--- src/rtl/eforth1_pkg.sv ---
// eForth1 stack engine shared types and pointer helpers.
// Build option: STACK_GUARD_EN enables overflow/underflow/bad-pick rejection.
package eforth1_pkg;

    typedef enum logic [1:0] {
        SS_PUSH = 2'd0,
        SS_POP  = 2'd1,
        SS_SET  = 2'd2,
        SS_PICK = 2'd3
    } sop_e;

    typedef enum logic [1:0] {
        IDLE  = 2'd0,
        FETCH = 2'd1,
        PICK  = 2'd2
    } ss_fsm_e;

    localparam int unsigned SP_MAXW = 16;

    function automatic logic [SP_MAXW-1:0] sp_mask(
        input int unsigned ssz
    );
        return (SP_MAXW'(1) << ssz) - SP_MAXW'(1);
    endfunction

    function automatic logic [SP_MAXW-1:0] sp_inc(
        input logic [SP_MAXW-1:0] p,
        input int unsigned        ssz
    );
        return (p + SP_MAXW'(1)) & sp_mask(ssz);
    endfunction

    function automatic logic [SP_MAXW-1:0] sp_dec(
        input logic [SP_MAXW-1:0] p,
        input int unsigned        ssz
    );
        return (p - SP_MAXW'(1)) & sp_mask(ssz);
    endfunction

endpackage

--- src/rtl/ss_ram.sv ---
// Stack storage: 1R1W synchronous array, registered read data.
// Build option: none (STACK_GUARD_EN affects only the top level).
module ss_ram #(
    parameter  int DEPTH = 64,
    parameter  int DSZ   = 16,
    localparam int SSZ   = $clog2(DEPTH)
) (
    input  logic           clk,
    input  logic           we,
    input  logic [SSZ-1:0] wa,
    input  logic [DSZ-1:0] wd,
    input  logic [SSZ-1:0] ra,
    output logic [DSZ-1:0] rdata
);

    logic [DSZ-1:0] mem [DEPTH];

    // write port and one-cycle-latency read port
    always_ff @(posedge clk) begin
        if (we) begin
            mem[wa] <= wd;
        end
        rdata <= mem[ra];
    end

endmodule

--- src/rtl/eforth1_stack.sv ---
// Stack engine for the ss_io protocol: FSM, sp0/sp1 pointers, NOS register.
// Build option: STACK_GUARD_EN rejects PUSH-full, POP/SET-empty, PICK>=cnt.
import eforth1_pkg::*;

module eforth1_stack #(
    parameter  int DEPTH = 64,
    parameter  int DSZ   = 16,
    localparam int SSZ   = $clog2(DEPTH)
) (
    input  logic           clk,
    input  logic           rst,
    input  logic           req,
    input  logic [1:0]     op,
    input  logic [DSZ-1:0] vi,
    output logic           rdy,
    output logic           done,
    output logic [DSZ-1:0] s,
    output logic [DSZ-1:0] po,
    output logic [SSZ-1:0] sp0,
    output logic [SSZ-1:0] sp1,
    output logic [SSZ:0]   cnt,
    output logic           full,
    output logic           empty,
    output logic           err
);

    ss_fsm_e        state_q, state_d;
    logic [SSZ-1:0] sp0_q, sp0_d;
    logic [SSZ-1:0] sp1_q, sp1_d;
    logic [SSZ:0]   cnt_q, cnt_d;
    logic [DSZ-1:0] s_q, s_d;
    logic [DSZ-1:0] po_q, po_d;
    logic           done_q, done_d;

    logic           we;
    logic [SSZ-1:0] wa;
    logic [DSZ-1:0] wd;
    logic [SSZ-1:0] ra;
    logic [DSZ-1:0] rdata;

    logic [SSZ-1:0] sp0_dec;
    logic [SSZ-1:0] sp1_inc;
    sop_e           sop;
    logic           accept;
    logic           reject;
    logic           is_full;
    logic           is_empty;

    ss_ram #(
        .DEPTH (DEPTH),
        .DSZ   (DSZ)
    ) u_ram (
        .clk   (clk),
        .we    (we),
        .wa    (wa),
        .wd    (wd),
        .ra    (ra),
        .rdata (rdata)
    );

    assign sop      = sop_e'(op);
    assign sp0_dec  = SSZ'(sp_dec(SP_MAXW'(sp0_q), SSZ));
    assign sp1_inc  = SSZ'(sp_inc(SP_MAXW'(sp1_q), SSZ));
    assign is_full  = (cnt_q == (SSZ+1)'(DEPTH));
    assign is_empty = (cnt_q == '0);
    assign accept   = req && (state_q == IDLE);

`ifdef STACK_GUARD_EN
    logic guard_bad;
    logic err_q;

    // an op that would corrupt the stack is refused up front
    always_comb begin
        guard_bad = 1'b0;
        unique case (sop)
            SS_PUSH: guard_bad = is_full;
            SS_POP:  guard_bad = is_empty;
            SS_SET:  guard_bad = is_empty;
            SS_PICK: guard_bad = (32'(vi) >= 32'(cnt_q));
        endcase
    end

    assign reject = accept && guard_bad;

    // sticky error flag, only reset clears it
    always_ff @(posedge clk) begin
        if (rst) begin
            err_q <= 1'b0;
        end else if (reject) begin
            err_q <= 1'b1;
        end
    end

    assign err = err_q;
`else
    assign reject = 1'b0;
    assign err    = 1'b0;
`endif

    // next-state: op decode in IDLE, RAM data capture in FETCH/PICK
    always_comb begin
        state_d = state_q;
        sp0_d   = sp0_q;
        sp1_d   = sp1_q;
        cnt_d   = cnt_q;
        s_d     = s_q;
        po_d    = po_q;
        done_d  = 1'b0;
        we      = 1'b0;
        wa      = sp1_q;
        wd      = vi;
        ra      = sp0_dec;
        unique case (state_q)
            IDLE: begin
                if (reject) begin
                    done_d = 1'b1;
                end else if (accept) begin
                    unique case (sop)
                        SS_PUSH: begin
                            we     = 1'b1;
                            wa     = sp1_q;
                            s_d    = vi;
                            sp0_d  = sp1_q;
                            sp1_d  = sp1_inc;
                            done_d = 1'b1;
                            if (!is_full) begin
                                cnt_d = cnt_q + (SSZ+1)'(1);
                            end
                        end
                        SS_SET: begin
                            we     = 1'b1;
                            wa     = sp0_q;
                            s_d    = vi;
                            done_d = 1'b1;
                        end
                        SS_POP: begin
                            sp1_d   = sp0_q;
                            sp0_d   = sp0_dec;
                            ra      = sp0_dec;
                            state_d = FETCH;
                            if (!is_empty) begin
                                cnt_d = cnt_q - (SSZ+1)'(1);
                            end
                        end
                        SS_PICK: begin
                            ra      = sp0_q - vi[SSZ-1:0];
                            state_d = PICK;
                        end
                    endcase
                end
            end
            FETCH: begin
                s_d     = is_empty ? '0 : rdata;
                done_d  = 1'b1;
                state_d = IDLE;
            end
            PICK: begin
                po_d    = rdata;
                done_d  = 1'b1;
                state_d = IDLE;
            end
            default: begin
                state_d = IDLE;
            end
        endcase
    end

    // state registers; reset aborts any op in flight
    always_ff @(posedge clk) begin
        if (rst) begin
            state_q <= IDLE;
            sp0_q   <= SSZ'(DEPTH-1);
            sp1_q   <= '0;
            cnt_q   <= '0;
            s_q     <= '0;
            po_q    <= '0;
            done_q  <= 1'b0;
        end else begin
            state_q <= state_d;
            sp0_q   <= sp0_d;
            sp1_q   <= sp1_d;
            cnt_q   <= cnt_d;
            s_q     <= s_d;
            po_q    <= po_d;
            done_q  <= done_d;
        end
    end

    assign rdy   = (state_q == IDLE);
    assign done  = done_q;
    assign s     = s_q;
    assign po    = po_q;
    assign sp0   = sp0_q;
    assign sp1   = sp1_q;
    assign cnt   = cnt_q;
    assign full  = is_full;
    assign empty = is_empty;

endmodule

--- config.mk ---
export PLATFORM = sky130hd
export DESIGN_NAME = eforth1_stack
export DESIGN_NICKNAME = d
export VERILOG_FILES = /design/src/rtl/eforth1_pkg.sv /design/src/rtl/ss_ram.sv /design/src/rtl/eforth1_stack.sv
export SDC_FILE = /design/constraint.sdc
export NUM_CORES = 1
export LEC_CHECK = 0
export BUFFER_PORTS_ARGS = -buffer_cell sky130_fd_sc_hd__buf_2
export CAP_MARGIN = 10
export CORE_MARGIN = 2
export CORE_UTILIZATION = 55
export CTS_CLUSTER_DIAMETER = 30
export DETAILED_ROUTE_END_ITERATION = 16
export PLACE_DENSITY = 0.75
export SYNTH_ARGS = -nofsm -noshare
export SYNTH_HDL_FRONTEND = slang
export SYNTH_HIERARCHICAL = 1
export SYNTH_SLANG_ARGS = --single-unit
export TNS_END_PERCENT = 1
--- constraint.sdc ---
create_clock -name clk -period 4.3 [get_ports clk]
set_clock_uncertainty 0.15 [all_clocks]
set_input_delay 0 -clock clk [delete_from_list [all_inputs] [get_ports clk]]
set_output_delay 0 -clock clk [all_outputs]
set_load 0.02 [all_outputs]
## Word-level counts from Yosys, hierarchy flattened

Memories as Yosys holds them, arrays and structs flattened. A register that Yosys moved wholly into a read port is not among the register bits.
Cells that the tools add are included.

- Reduce and logical (&&, ||, !) cells: 14
- Equality and inequality tests: 10
- Bitwise logic cells: 1
- Mux-type cells: 22
- $add $sub $neg: 5

Operator list:

| kind | count |
|---|---|
| $mux 16 | 3 |
| $mux 6 | 6 |
| $pmux 16 s2 | 1 |
| $pmux 6 s2 | 2 |
| $mux 7 | 2 |
| $pmux 7 s2 | 1 |
| $add 7x1->7 const B | 1 |
| $eq 7x7->1 const B | 1 |
| $logic_not 7->1 | 1 |
| $sub 7x1->7 const B | 1 |
| $add 6x1->6 const B | 1 |
| $eq 2x2->1 const B | 3 |
| $ne 2x2->1 const B | 3 |
| $reduce_and 3->1 | 2 |
| $reduce_bool 2->1 | 3 |
| $reduce_or 2->1 | 3 |
| $sub 6x1->6 const B | 1 |
| $sub 6x6->6 | 1 |
| $mux 1 | 5 |
| $reduce_and 5->1 | 1 |
| $eq 2x1->1 const B | 2 |
| $logic_not 2->1 | 2 |
| $pmux 2 s2 | 1 |
| $ne 2x1->1 const B | 1 |
| 4 further kinds | 4 |

- Bits in writable memories: 1024
- Output and inout bits: 56
- Register bits after elaboration: 54
- Memories: 1
- Input port bits: 21
- Word-level logic and storage cells: 60

Memories:

| name | depth | width | rd ports | clocked after memory_dff | wr ports | line | RTL |
|---|---|---|---|---|---|---|---|
| u_ram.mem | 64 | 16 | 1 | 1 | 1 | ss_ram.sv:16 | `logic [DSZ-1:0] mem [DEPTH];` |

## Depth between registers and ports, before layout

Gate-level depths: netlist of run 1.

- Depth after elaboration: 7
- Gate-level depth with buffers: 15
- Gate-level depth less buffers: 13

## Modules after synthesis

The synthesis of run 1 kept the hierarchy.

Modules (own cells, without submodules):

| module | seq. area each (µm²) | area an instance (µm²) | cells each | times used |
|---|---|---|---|---|
| ss_ram | 31069.8 | 40042.2 | 1829 | 1 |
| eforth1_stack | 1081.0 | 2930.3 | 345 | 1 |

## Worst setup path after synthesis of run 1

Ideal clock, no wire load.

- Path type: reg-to-reg
- Start point: reg state_q[0]
- End point: mem u_ram.mem[49][0] (enable)
- Slack: 0.349 ns
- Period minus slack after synthesis: 3.951 ns
- Cell stages (with the launch flop): 11
- Required time: 3.741 ns
- Path buffers: 1
- Library setup time: 0.409 ns
- Arrival time: 3.392 ns
- Path through: dfxtp_1 -> inv_1 -> ha_1 -> nand2_2 -> nor2_1 -> nand2_1 -> mux2_2 -> clkbuf_1 -> nor2b_1 -> nand4_1 -> nor3_1

- Word-level cells in the longest chain between the ends: 6
- Elaborated cells on any way between the ends: 8
- Those cells by class: mux (6); reduce/logical (2)

Ends and longest elaborated chain:

| what | line | RTL |
|---|---|---|
| start, declared | eforth1_stack.sv:27 | `ss_fsm_e state_q, state_d;` |
| start signal, assigned | eforth1_stack.sv:179 | `state_q <= state_d;` |
| $logic_not 2->1 * | - |  |
| net rdy | eforth1_stack.sv:15 | `output logic rdy,` |
| $logic_and 1x1->1 | eforth1_stack.sv:66 | `assign accept = req && (state_q == IDLE);` |
| $mux 1 | eforth1_stack.sv:117 | `end else if (accept) begin` |
| $mux 1 * | eforth1_stack.sv:113 | `unique case (state_q)` |
| net we | eforth1_stack.sv:35 | `logic we;` |
| $mux 1 * | ss_ram.sv:20 | `if (we) begin` |
| $mux 1 (not written as such) * | ss_ram.sv:21 | `mem[wa] <= wd;` |
| end, declared | ss_ram.sv:16 |  |

The timed path passes the listed nets; every way through them passes the cells marked *.

## Worst setup path in the final report of run 1

- Start point: reg state_q[0]
- End point: reg u_ram.rdata[3] (read register of u_ram.mem)

- Word-level cells in the longest chain between the ends: 4

Ends and longest elaborated chain:

| what | line | RTL |
|---|---|---|
| $logic_not 2->1 * | eforth1_stack.sv:66, eforth1_stack.sv:113 |  |
| $logic_and 1x1->1 | eforth1_stack.sv:66 |  |
| $mux 6 | eforth1_stack.sv:117 |  |
| $mux 6 * | eforth1_stack.sv:113 |  |
| net ra[0] | eforth1_stack.sv:38 | `logic [SSZ-1:0] ra;` |
| end, declared | ss_ram.sv:13 | `output logic [DSZ-1:0] rdata` |

Marked as above.
A chain may end at the register's enable or synchronous reset.

==> results.toml, run 1 <==
[status]
status = "complete, no violations"

[placed_design]
portBuffers = 75
gp_congestion = 0.9410
dp_hpwl_mm = 64.22

[clock_tree]
postCtsSetupBuffers = 0
insertion_delay_ns = 0.75
clock-sinks = 1094
clockBufferDepth = 3
clkTransAtPathRegs_ns = 0.05
htreeDepth = 4
cts_root_buffer = "clkbuf_16"
cts_tree = "done"
numCtsBuffers = 176

[synthesis]
ys_types = 66
synth_top_cells_by_count = "edfxtp_1 (1,024), mux4_2 (220), nor2_1 (126)"
syn_nets = 2213
ys.flop_type = "edfxtp_1"
synth_area_leaders = "edfxtp_1 (72%), mux4_2 (12%), dfxtp_1 (3.3%), mux2i_1 (2.4%), nor2_1 (1.1%)"
synth_enable_flop_cells = 1024
avgSynthCellArea_um2 = 19.77
ys_warn_count = 6
synth.yosys.seq_area_share_pct = 74.82
synth.most_common_cell = "edfxtp_1"
ys_async_sr_fraction_pct = 0
syn_area_mm2 = 0.04297
synth-seq-cells = 1094
yosys.area.top_type = "edfxtp_1"
synth.top_cell.area_share_pct = 71.56
netlist_instances = 2174

[critical_path]
start_kind = "flip-flop"
path_class = "reg2reg"
cp_max_fo = 27
crit_path_top_delay_cell = "mux4_2"
worstPathRequired_ns = 4.75
worstPathCellList = "inv_1, ha_1, nand2_1, mux2i_4, buf_12, buf_12, buf_4, mux4_2, mux2i_1, nand3_1, a31oi_1, a311oi_1"
crit_path_end_kind = "flip-flop"
slowest_delay_ns = 0.61
worst-endpoint-arrival_ns = 4.48
crit_path_frequent_cell = "buf_12"

[layout]
fin_util_pct = 66.07
n_antenna_cell = 0
layout-drive-gt1-share_pct = 29.36
fin_nets = 2509
synthToLayoutAreaGrowth_pct = 19.11

[die]
core_area_mm2 = 0.07747
die_height_um = 283.5
die_w_um = 283.5
rows = 102
pin_count = 77
start_util_pct = 55.47
dieArea_mm2 = 0.08038

[route]
ant_nets = 0
wl_per_cell_um = 30.14
dr_total_vias = 23710
wirelength_mm = 110.2
viasPerCell = 6.486
drt_pre_antenna_iters = 6
dr.first_iter.drc_count = 3017
remaining_drc_errors = 0

[global_routing]
use_met3_pct = 7.733
grtUsageMet1_pct = 37.19
grt_max_degree = 97
grt_overflow = 0
antenna_found_initial = 5
grt_pass1_vias = 23860
use_met2_pct = 42.63
grt_usage_pct = 27.61
grt_pass1_wl_mm = 161.0
busiest_layer = "met2"

[power_and_ir_drop]
clock_power_share_pct = 48.9
p_leak_uw = 0.01710
peakVddDrop_v = 0.0004069
switching_share_pct = 23.70
pwr-share-seq_pct = 42.6
combPwrFrac_pct = 8.5
powerDensity_mw_per_mm2 = 546.4
netSwitchingPower_uw = 6627
p_int_uw = 21340

[flow_run]
drv_cap = 0

[timing]
hold_violations = 0
fmax_ghz = 0.2484
finalCritPeriodShare_pct = 93.63
relSlewSlack_pct = 27.88
setup_violations = 0
period_minus_slack_ns = 4.026
worst_slew_pin_slew_ns = 1.082
drv_slew = 0
grt_setup_unrepaired = "no"
setup-tns-final_ns = 0

[min_path]
worstHoldPathType = "in2reg"
state kept, by name, indices dropped and copies added (netlist names):
name / cells
u_ram/mem: 1024
sp0: 6
state_q: 2
cnt: 7
done: 1
sp1: 6
s: 16
po: 16
u_ram/rdata: 16
through the flow:
step                power, uW  setup slack (ns)  hold WS (ns)  cells  area, um^2
floorplan               13500            0.3490      -0.05113   2174       42970
global placement        14350            0.5331        0.1697   3305       45100
detailed placement      14400            0.4838        0.1803   3305       45100
CTS                     28050            0.4105        0.1125   3655       51180
global route            28680            0.2171        0.1513   3656       51180
finish                  27960            0.2738        0.1519   3656       51180
path summary, 6_finish.rpt:
path                                  from             end  slack, ns  cells past startpoint
worst min-delay path                 op[1]          sp0[4]       0.15                      5
worst min register to register       s[13]           s[13]       0.34                      2
worst max register to register  state_q[0]  u_ram/rdata[3]       0.27                     12
worst max-delay path            state_q[0]  u_ram/rdata[3]       0.27                     12
metal layers:
metal	part of all wire, %	routed length, um
met5	0.050	55
met3	12	13090
met4	4.2	4664
met1	36	40190
met2	47	52180
what timing repair did:
action	in CTS	in global routing
gates resized for setup	0	0
hold endpoints to repair	883	0
hold buffers	26	0
power by group through the flow:
stage / combinational, uW / clock [uW] / sequential, uW
detailed placement: 2300 / 0 / 12100
finish: 2380 / 13700 / 11900
floorplan: 1430 / 0 / 12100
CTS: 2350 / 13800 / 11900
global placement: 2250 / 0 / 12100
global route: 2480 / 14300 / 11900
worst max-delay path: cells and delay by family, from the launching register on:
family	cells	cell delay (ns)
compound gates	2	0.49
fa+ha+maj	1	0.32
buf+inv	4	0.97
flops	1	0.37
mux	3	1.24
simple gates	2	0.31
area by class of cell:
cell class	instances	area, um^2
well taps	1040	1301
multi-input cells	938	10010
fillers	4820	26280
flip-flops and latches	1094	32150
inverters	16	60.06
clock inverters	127	1226
repair buffers	244	1847
clock buffers	197	4589
placed cells by master, fill, tap and decap left out, drive strengths merged, types with 4 or more instances in the layout:
master,n
nor2b,31
and3,4
a211o,10
a221oi,33
a221o,6
buf,218
xnor2,8
mux2,32
ha,16
dfxtp,70
bufinv,15
dlygate4sd3,26
a41oi,5
mux2i,104
a22oi,41
nor2,128
a31oi,13
mux4,224
o22ai,5
nand3,29
a22o,9
o21ai,21
nor4,4
a21o,4
a311oi,8
a211oi,14
clkinvlp,16
clkinv,74
clkbuf,197
and4,5
nor3,23
nand4,12
edfxtp,1024
inv,38
nand2,78
nand2b,9
a21oi,34
cell families after synthesis:
group	count (synthesis)	synth area share [%]
AO/OA/AOI/OAI	210	3.567
XOR/XNOR	11	0.2242
adder cells (fa/ha/maj)	18	0.5590
buffers and inverters	142	2.056
flip-flops	1094	74.82
multiplexers	360	15.04
other	1	0.008727
AND/OR/NAND/NOR	338	3.733
Power figures use the tool's default switching activity.
==> run 2: changes to the inputs <==
Settings changed: ABC_CLOCK_PERIOD_IN_PS set to 3600, BUFFER_PORTS_ARGS -buffer_cell sky130_fd_sc_hd__buf_2 to -buffer_cell sky130_fd_sc_hd__buf_4, PLACE_DENSITY 0.75 to 0.78.
Clock period 4.3 ns to 3.6 ns, I/O delays scaled along.
==> run 2 against run 1 <==
Effect of this change: the flow now finishes with violations (negative setup slack); sequential share of layout area fell by 1.0 points; first-iteration DRC count rose by 16%; combinational power rose by 28%; critical path type unchanged; critical endpoint is now u_ram/mem[32][4].
==> results.toml, run 2 (synthesis results as in run 1) <==
[status]
status = "finished with violations"
violations = "negative setup slack"

[timing]
worst_slew_pin_slew_ns = 1.008
hold_violations = 0
drv_slew = 0
period_minus_slack_ns = 3.639
layout_setup_ws_ns = -0.03878
setup_violations = 32
fmax_ghz = 0.2748
grt_setup_unrepaired = "yes"
relSlewSlack_pct = 32.81
finalCritPeriodShare_pct = 101.1

[critical_path]
start_kind = "flip-flop"
slowest_delay_ns = 0.52
cp_max_fo = 16
path_delay_family = "simple AND/OR/NAND/NOR gates"
worst-endpoint-arrival_ns = 3.88
worstPathCellList = "inv_1, ha_1, buf_4, nand2_2, nor2_1, nand2_1, nand2_1, o21ai_0, buf_4, nor2b_1, nand2_1, nor2_1, buf_4"
path_class = "reg2reg"
worst-path-buf-inv = 4
crit_path_top_delay_cell = "nand2_1"
crit_path_end_kind = "flip-flop"
worstPathRequired_ns = 3.84

[global_routing]
grt_usage_pct = 27.82
antenna_found_initial = 4
grt_overflow = 0
grt_pass1_vias = 24050
grt_max_degree = 66
grt_pass1_wl_mm = 162.1

[placed_design]
dpl-instance-area_mm2 = 0.04587
dp_slack_ns = -0.06392
portBuffers = 75
dp_hpwl_mm = 65.35
gp_congestion = 0.9824

[clock_tree]
cts_root_buffer = "clkbuf_16"
clockBufferDepth = 3
htreeDepth = 4
clock-sinks = 1094
clkTransAtPathRegs_ns = 0.06
cts_tree = "done"
numCtsBuffers = 166
insertion_delay_ns = 0.74

[layout]
fin_util_pct = 67.14
layout-drive-gt1-share_pct = 31.86
final_area_mm2 = 0.05201
final_common_cell = "edfxtp_1"
largest_reg_flops = 1024
final_cell_mix = "edfxtp_1 (1,024), buf_4 (229), mux4_2 (220)"
max_flop_register = "u_ram/mem"
synthToLayoutAreaGrowth_pct = 21.03
fill_cells = 4643
fin_nets = 2544

[die]
dieArea_mm2 = 0.08038
core_area_mm2 = 0.07747
rows = 102
die_height_um = 283.5
start_util_pct = 55.47
pin_count = 77
die_w_um = 283.5

[route]
dr_total_vias = 23920
wl_per_cell_um = 30.16
dr.first_iter.drc_count = 3513
remaining_drc_errors = 0
drt_pre_antenna_iters = 6
viasPerCell = 6.489
ant_nets = 0
wirelength_mm = 111.2

[power_and_ir_drop]
powerDensity_mw_per_mm2 = 644.9
peakVddDrop_v = 0.0006551
p_leak_uw = 0.01737

[flow_run]
drv_cap = 0

[min_path]
worstHoldPathType = "in2reg"
==> run 2: path summary, 6_finish.rpt <==
| kind | slack (ns) | endpoint | from | cells past startpoint |
|---|---|---|---|---|
| max | -0.04 | u_ram/mem[32][4] | state_q[0] | 13 |
| min | 0.13 | u_ram/mem[23][5] | vi[5] | 2 |
| max reg2reg | -0.04 | u_ram/mem[32][4] | state_q[0] | 13 |
| min reg2reg | 0.35 | s[11] | s[11] | 2 |
==> run 2: layout make-up <==
class | count | area, um^2 | share of cell area [%]
Clock inverter | 129 | 1530 | 2.942
Multi-Input combinational cell | 938 | 10070 | 19.37
Inverter | 16 | 60.06 | 0.1155
Timing Repair Buffer | 289 | 2670 | 5.134
Tap cell | 1040 | 1301 | 2.502
Antenna cell | 3 | 7.507 | 0.01443
Clock buffer | 177 | 4215 | 8.105
Sequential cell | 1094 | 32150 | 61.82
==> run 2: what timing repair did <==
item | in CTS | in global routing
hold buffers | 27 | 0
pin swaps | 1 | 1
gates cloned | 1 | 0
endpoints found under the setup margin | 4 | 149
hold endpoints to repair | 934 | 0
gates resized for setup | 2 | 17
buffers inserted | 1 | 0
==> run 2: worst register-to-register path, stage by stage (launching register included) <==
cell     delay, ns
dfxtp_1       0.33
inv_1         0.13
ha_1          0.19
buf_4         0.17
nand2_2       0.08
nor2_1        0.14
nand2_1       0.22
nand2_1       0.12
o21ai_0       0.10
buf_4         0.20
nor2b_1       0.31
nand2_1       0.52
nor2_1        0.26
buf_4         0.37
==> run 2: where the power goes <==
part           switching [uW]  internal (uW)
combinational            1780           1260
sequential                175          14000
clock                    6280          10000
==> run 2: per-layer routing <==
layer	share of wire [%]	global-route usage [%]
met1	36	37.11
met3	12	7.186
met2	47	43.07
met5	0.025	0
met4	5.3	13.76
==> run 2: stage by stage <==
stage                     TNS [ns]  hold slack, ns  std cells  power (uW)
after global placement           0          0.1664       3348       17300
after CTS                        0         0.07780       3683       33620
after floorplan             -48.27        -0.05113       2174       16120
after global routing        -7.992         0.09984       3683       34380
after detailed placement  -0.09169          0.1873       3348       17360
final                      -0.7643          0.1281       3686       33540
